File: src/rtl/rv32_pkg.sv
// rv32_pkg: shared fetch-state encoding and reset/NOP constants for the RV32 front end
package rv32_pkg;
  typedef enum logic [2:0] {S_IDLE, S_REQ, S_WAIT, S_DROP, S_HOLD} fetch_state_t;
  localparam logic [31:0] DEFAULT_NOP = 32'h0000_0013;
  localparam logic [31:0] RESET_PC    = 32'h0000_0000;
endpackage

File: src/rtl/instr_fetch.sv
// instr_fetch: one-request-at-a-time instruction fetch with redirect flush and misalignment fault
module instr_fetch
  import rv32_pkg::*;
#(
  parameter logic        CHECK_ALIGN = 1'b1,
  parameter logic [31:0] NOP_INSTR   = DEFAULT_NOP
) (
  input  logic        clk,
  input  logic        rst,
  input  logic [31:0] pc,
  output logic        pc_en,
  input  logic        redirect,
  output logic        imem_req_valid,
  input  logic        imem_req_ready,
  output logic [31:0] imem_req_addr,
  input  logic        imem_rsp_valid,
  input  logic [31:0] imem_rsp_data,
  output logic        instr_valid,
  input  logic        instr_ready,
  output logic [31:0] instr,
  output logic [31:0] instr_pc,
  output logic        instr_fault
);
  fetch_state_t r_state, w_next;
  logic [31:0]  r_instr, r_instr_pc;
  logic         r_fault;
  logic         w_mis, w_accept;
  assign w_mis         = CHECK_ALIGN && (pc[1:0] != 2'b00);
  assign imem_req_addr = CHECK_ALIGN ? pc : {pc[31:2], 2'b00};
  assign w_accept      = imem_req_valid && imem_req_ready;
  assign instr_valid   = r_state == S_HOLD;
  assign instr         = (instr_valid && !r_fault) ? r_instr : NOP_INSTR;
  assign instr_pc      = r_instr_pc;
  assign instr_fault   = r_fault;
  // state register
  always_ff @(posedge clk or posedge rst)
    if (rst) r_state <= S_IDLE;
    else r_state <= w_next;
  // next state, request strobe and pc load pulse; a redirect always wins over the normal path
  always_comb begin
    w_next         = r_state;
    imem_req_valid = (r_state == S_REQ) && !w_mis;
    pc_en          = (r_state == S_HOLD && instr_ready && !redirect) || (redirect && r_state != S_IDLE);
    case (r_state)
      S_IDLE: w_next = S_REQ;
      S_REQ:  w_next = redirect ? (w_accept ? S_DROP : S_REQ) : w_mis ? S_HOLD : w_accept ? S_WAIT : S_REQ;
      S_WAIT: w_next = redirect ? (imem_rsp_valid ? S_REQ : S_DROP) : imem_rsp_valid ? S_HOLD : S_WAIT;
      S_DROP: w_next = imem_rsp_valid ? S_REQ : S_DROP;
      S_HOLD: w_next = (instr_ready || redirect) ? S_REQ : S_HOLD;
      default: w_next = S_IDLE;
    endcase
  end
  // buffer: pc and fault latched when the request resolves, data latched on the response
  always_ff @(posedge clk or posedge rst)
    if (rst) begin
      r_instr    <= NOP_INSTR;
      r_instr_pc <= 32'd0;
      r_fault    <= 1'b0;
    end else begin
      if (r_state == S_REQ && !redirect && (w_mis || w_accept)) begin
        r_instr_pc <= pc;
        r_fault    <= w_mis;
      end
      if (r_state == S_WAIT && !redirect && imem_rsp_valid) r_instr <= imem_rsp_data;
    end
endmodule

File: config.mk
export PLATFORM = sky130hd
export DESIGN_NAME = instr_fetch
export DESIGN_NICKNAME = d
export VERILOG_FILES = /design/src/rtl/rv32_pkg.sv /design/src/rtl/instr_fetch.sv
export SDC_FILE = /design/constraint.sdc
export NUM_CORES = 1
export LEC_CHECK = 0
export ABC_CLOCK_PERIOD_IN_PS = 5100
export CORE_MARGIN = 2
export CORE_UTILIZATION = 40
export DETAILED_ROUTE_END_ITERATION = 10
export PLACE_DENSITY = 0.81
export SETUP_SLACK_MARGIN = 0.5
export SLEW_MARGIN = 15
export SYNTH_ARGS = -nofsm -noshare
export SYNTH_HDL_FRONTEND = slang
export SYNTH_SLANG_ARGS = --single-unit
export TNS_END_PERCENT = 5
File: constraint.sdc
create_clock -name clk -period 5.1 [get_ports clk]
set_input_delay 0.51 -clock clk [delete_from_list [all_inputs] [get_ports clk]]
set_output_delay 0.51 -clock clk [all_outputs]
set_load 0.02 [all_outputs]
== Word-level counts from Yosys, hierarchy flattened ==
Index checks and enable logic that the tools add are counted.
Storage, ports and cells
  register bits after elaboration: 68
Cells by class
  equality and inequality tests: 4
  muxes and demuxes: 10
  reduce and logical (&&, ||, !) cells: 19
Operators by type and width (count)
  $mux 32: 1
  $mux 3: 5
  $pmux 3 s5: 1
  $logic_and 1x1->1: 10
  $eq 3x2->1 const B: 2
  $mux 2: 3
  $eq 3x1->1 const B: 1
  $eq 3x3->1 const B: 1
  $logic_not 1->1: 3
  $logic_not 3->1: 1
  $logic_or 1x1->1: 3
  $reduce_bool 3->1: 1
  $reduce_bool 2->1: 1

== Logic depth before layout (Yosys ltp) ==
  depth after elaboration: 8
  mapped depth: 6
  mapped depth without buffers: 3

== Worst setup path after synthesis ==
OpenSTA, ideal clock, no wires.
  path kind: register to output
  from: reg r_state[1]
  to: out instr[10]
  arrival: 1885 ps
  slack: 2705 ps
  cell stages (with the launch flop): 6
  cells stage by stage: dfrtp_1 buf_4 nor3b_1 nor2b_1 clkbuf_1 and2_1
On the way
  longest elaborated chain between the ends: 3
RTL lines
  start, declared: RTL line instr_fetch.sv:24  | fetch_state_t r_state, w_next;
  start signal, assigned: RTL line instr_fetch.sv:38  | else r_state <= w_next;
  $eq 3x3->1: RTL line instr_fetch.sv:31  | assign instr_valid = r_state == S_HOLD;
  net instr_valid: RTL line instr_fetch.sv:18  | output logic instr_valid,
  $logic_and 1x1->1: RTL line instr_fetch.sv:32  | assign instr = (instr_valid && !r_fault) ? r_instr : NOP_INSTR;
  $mux 32: RTL line instr_fetch.sv:32
  end, declared: RTL line instr_fetch.sv:20  | output logic [31:0] instr,
The timed path passes the listed nets, and every way through them passes these cells.

== Worst setup path after layout ==
  from: reg r_state[2]
  to: out instr[3]
On the way
  longest elaborated chain between the ends: 3
RTL lines (RTL line)
  $eq 3x3->1: instr_fetch.sv:31
  $logic_and 1x1->1: instr_fetch.sv:32
  $mux 32: instr_fetch.sv:32
No other way between the ends.

==> results.sh <==
export IMPL_track_usage_pct=16.28
export IMPL_hold_violations=0
export IMPL_final_cell_area_um2=4935
export IMPL_dieArea_um2=8926
export IMPL_cap_violations=0
export IMPL_synth_area_leaders="dfrtp_1, mux2_4, mux2_2, buf_4, and2_1"
export IMPL_grt_pass1_vias=2318
export IMPL_cts_hold_buffers_added=0
export IMPL_wirelength_mm=7.240
export IMPL_regArea_um2=1705
export IMPL_final_cell_mix="clkdlybuf4s50_1, dfrtp_1, mux2_2"
export IMPL_ys_ff_latch=68
export IMPL_synth_largest_area_cell="dfrtp_1"
export IMPL_setup_violations_final=0
export IMPL_synth_fp_nets=308
export IMPL_clk_pin_slew_ps=70
export IMPL_synth_top_area_share_pct=49.68
export IMPL_synth_enable_flop_cells=0
export IMPL_crit_required_ps=4590
export IMPL_antenna_found_initial=0
export IMPL_period_share_pct=65.18
export IMPL_grt_overflow=0
export IMPL_first_pass_iters=6
export IMPL_h_tree_depth=3
export IMPL_clock_sinks=68
export IMPL_cts_buffers=9
export IMPL_cts_root_buf="clkbuf_8"
export IMPL_avgSynthCellArea_um2=13.76
export IMPL_rsz0062_at_grt="no"
export IMPL_finClkSkew_ps=5.531
export IMPL_grt_pass1_wl_mm=11.29
export IMPL_fmax_mhz=300.8
export IMPL_grt_max_degree=69
export IMPL_routedWlPerCell_um=14.99
export IMPL_layout_commonest_cell="clkdlybuf4s50_1"
export IMPL_min_period_ps=3324
export IMPL_clock_path_buffers=2
export IMPL_slew_violations=0
export IMPL_cts_resized=0
export IMPL_initial_utilization_pct=41.73
export IMPL_cp_start_kind="flop"
export IMPL_synth_distinct_cells=26
export IMPL_cp_max_fo=32
export IMPL_seq_area_frac_synth_pct=52.08
export IMPL_async_flop_share_pct=100.0
export IMPL_cts_tree="built"
export IMPL_final_setup_tns_ps=0
export IMPL_num_fill_cells=650
export IMPL_fin_util_pct=62.88
export IMPL_peakVddDrop_mv=0.3076
export IMPL_synth_area_um2=3274
export IMPL_antennaDiodeCount=0
export IMPL_place_congestion=0.8445
export IMPL_critical_path_endpoint_type="output port"
export IMPL_vias=2244
export IMPL_ys_warn_count=0
export IMPL_postSynthCellCount=238
export IMPL_vias_per_cell=4.646
export IMPL_placed_area_um2=4747
export IMPL_die_h_um=94.48
export IMPL_post_cts_buffers=0
export IMPL_ant_nets=0
export IMPL_multiInputGateArea_um2=1200
export IMPL_drive_above_1_share_pct=22.57
export IMPL_num_rows=32
export IMPL_core_um2=7848
export IMPL_p_leak_uw=0.002160
export IMPL_io_pin_count=170
export IMPL_die_width_um=94.48
export IMPL_slew_headroom_pct=35.87
export IMPL_hold_path_class="flop to flop"
export IMPL_fin_nets=446
export IMPL_synth_top_flop_cell="dfrtp_1"
export IMPL_dp_hpwl_mm=5.322
export IMPL_arrival_ps=2810
export IMPL_post_route_drc_count=0
export IMPL_port_buffers=169
export IMPL_outcome="completed"
export IMPL_cellPowerDensity_nw_per_um2=462.7
export IMPL_path_class="flop to output port"
export IMPL_drt_iter0_markers=32
export IMPL_syn_to_final_growth_pct=50.71
export IMPL_tightest_slew_ps=957.6
export IMPL_clkLatencyLatePin_ps=330
## layer usage
layer  global-route usage [%]  share of wire (%)  vias up  wire [um]
li1                         -                  -     1050          -
met1                    17.89                 39     1099       2854
met2                    30.54                 53       87       3858
met3                    3.512                6.1        8        440
met4                    6.159                1.2        0         85
met5                        0                  0        -          0
## through the flow
stage                     cells  worst slack [ps]  power (uW)  hold WS, ps
after floorplan             238              2705        1447        470.4
after global placement      467              2158        1849        483.1
after detailed placement    467              2080        1879        483.0
after CTS                   483              1699        2317        502.6
after global routing        483              1472        2408        512.4
final                       483              1776        2283        500.8
## synthesized netlist by cell type (all sizes together), types with 2 or more instances
library cell  number
a21oi              3
and2              29
buf               41
clkbuf             3
dfrtp             65
dfstp              3
inv                2
mux2              64
nand2              4
nand2b             3
nor2               7
nor2b              3
or4                2
## layout make-up
type	instances	share of cell area, %
repair buffers	171	34.58
flip-flops and latches	68	34.56
multi-input cells	124	24.32
clock buffers	14	3.093
well taps	102	2.586
clock inverters	2	0.7099
inverters	2	0.1521
## flip-flops by register name, summed over array words and instances, names as in the netlist
| name | count |
|---|---|
| instr_fault | 1 |
| instr_pc | 32 |
| r_state | 3 |
| r_instr | 32 |
## report_power, final
group	internal, uW	switching, uW
clock	240	186
combinational	565	416
sequential	756	121
## final timing paths
path / start / end / slack (ps) / cells after the start
max: r_state[2] / instr[3] / 1780 / 4
min: r_instr[29] / r_instr[29] / 500 / 1
max reg2reg: r_state[1] / instr_pc[9] / 3180 / 4
min reg2reg: r_instr[29] / r_instr[29] / 500 / 1
max in group asynchronous: rst / r_state[1] / 3790 / 3
min in group asynchronous: rst / instr_pc[15] / 760 / 3
## critical path, stage by stage (launching register included)
cell and delay, ps:
dfrtp_1 510, nor3b_1 290, nor2b_2 830, and2_1 240, clkdlybuf4s50_1 610
## logic make-up after synthesis
kind of cell / share of synthesized area [%]
buf+inv: 11.35
compound gates: 1.872
mux: 25.33
simple gates: 9.362
flops: 52.08
No activity file was read; power rests on OpenSTA's default activity.
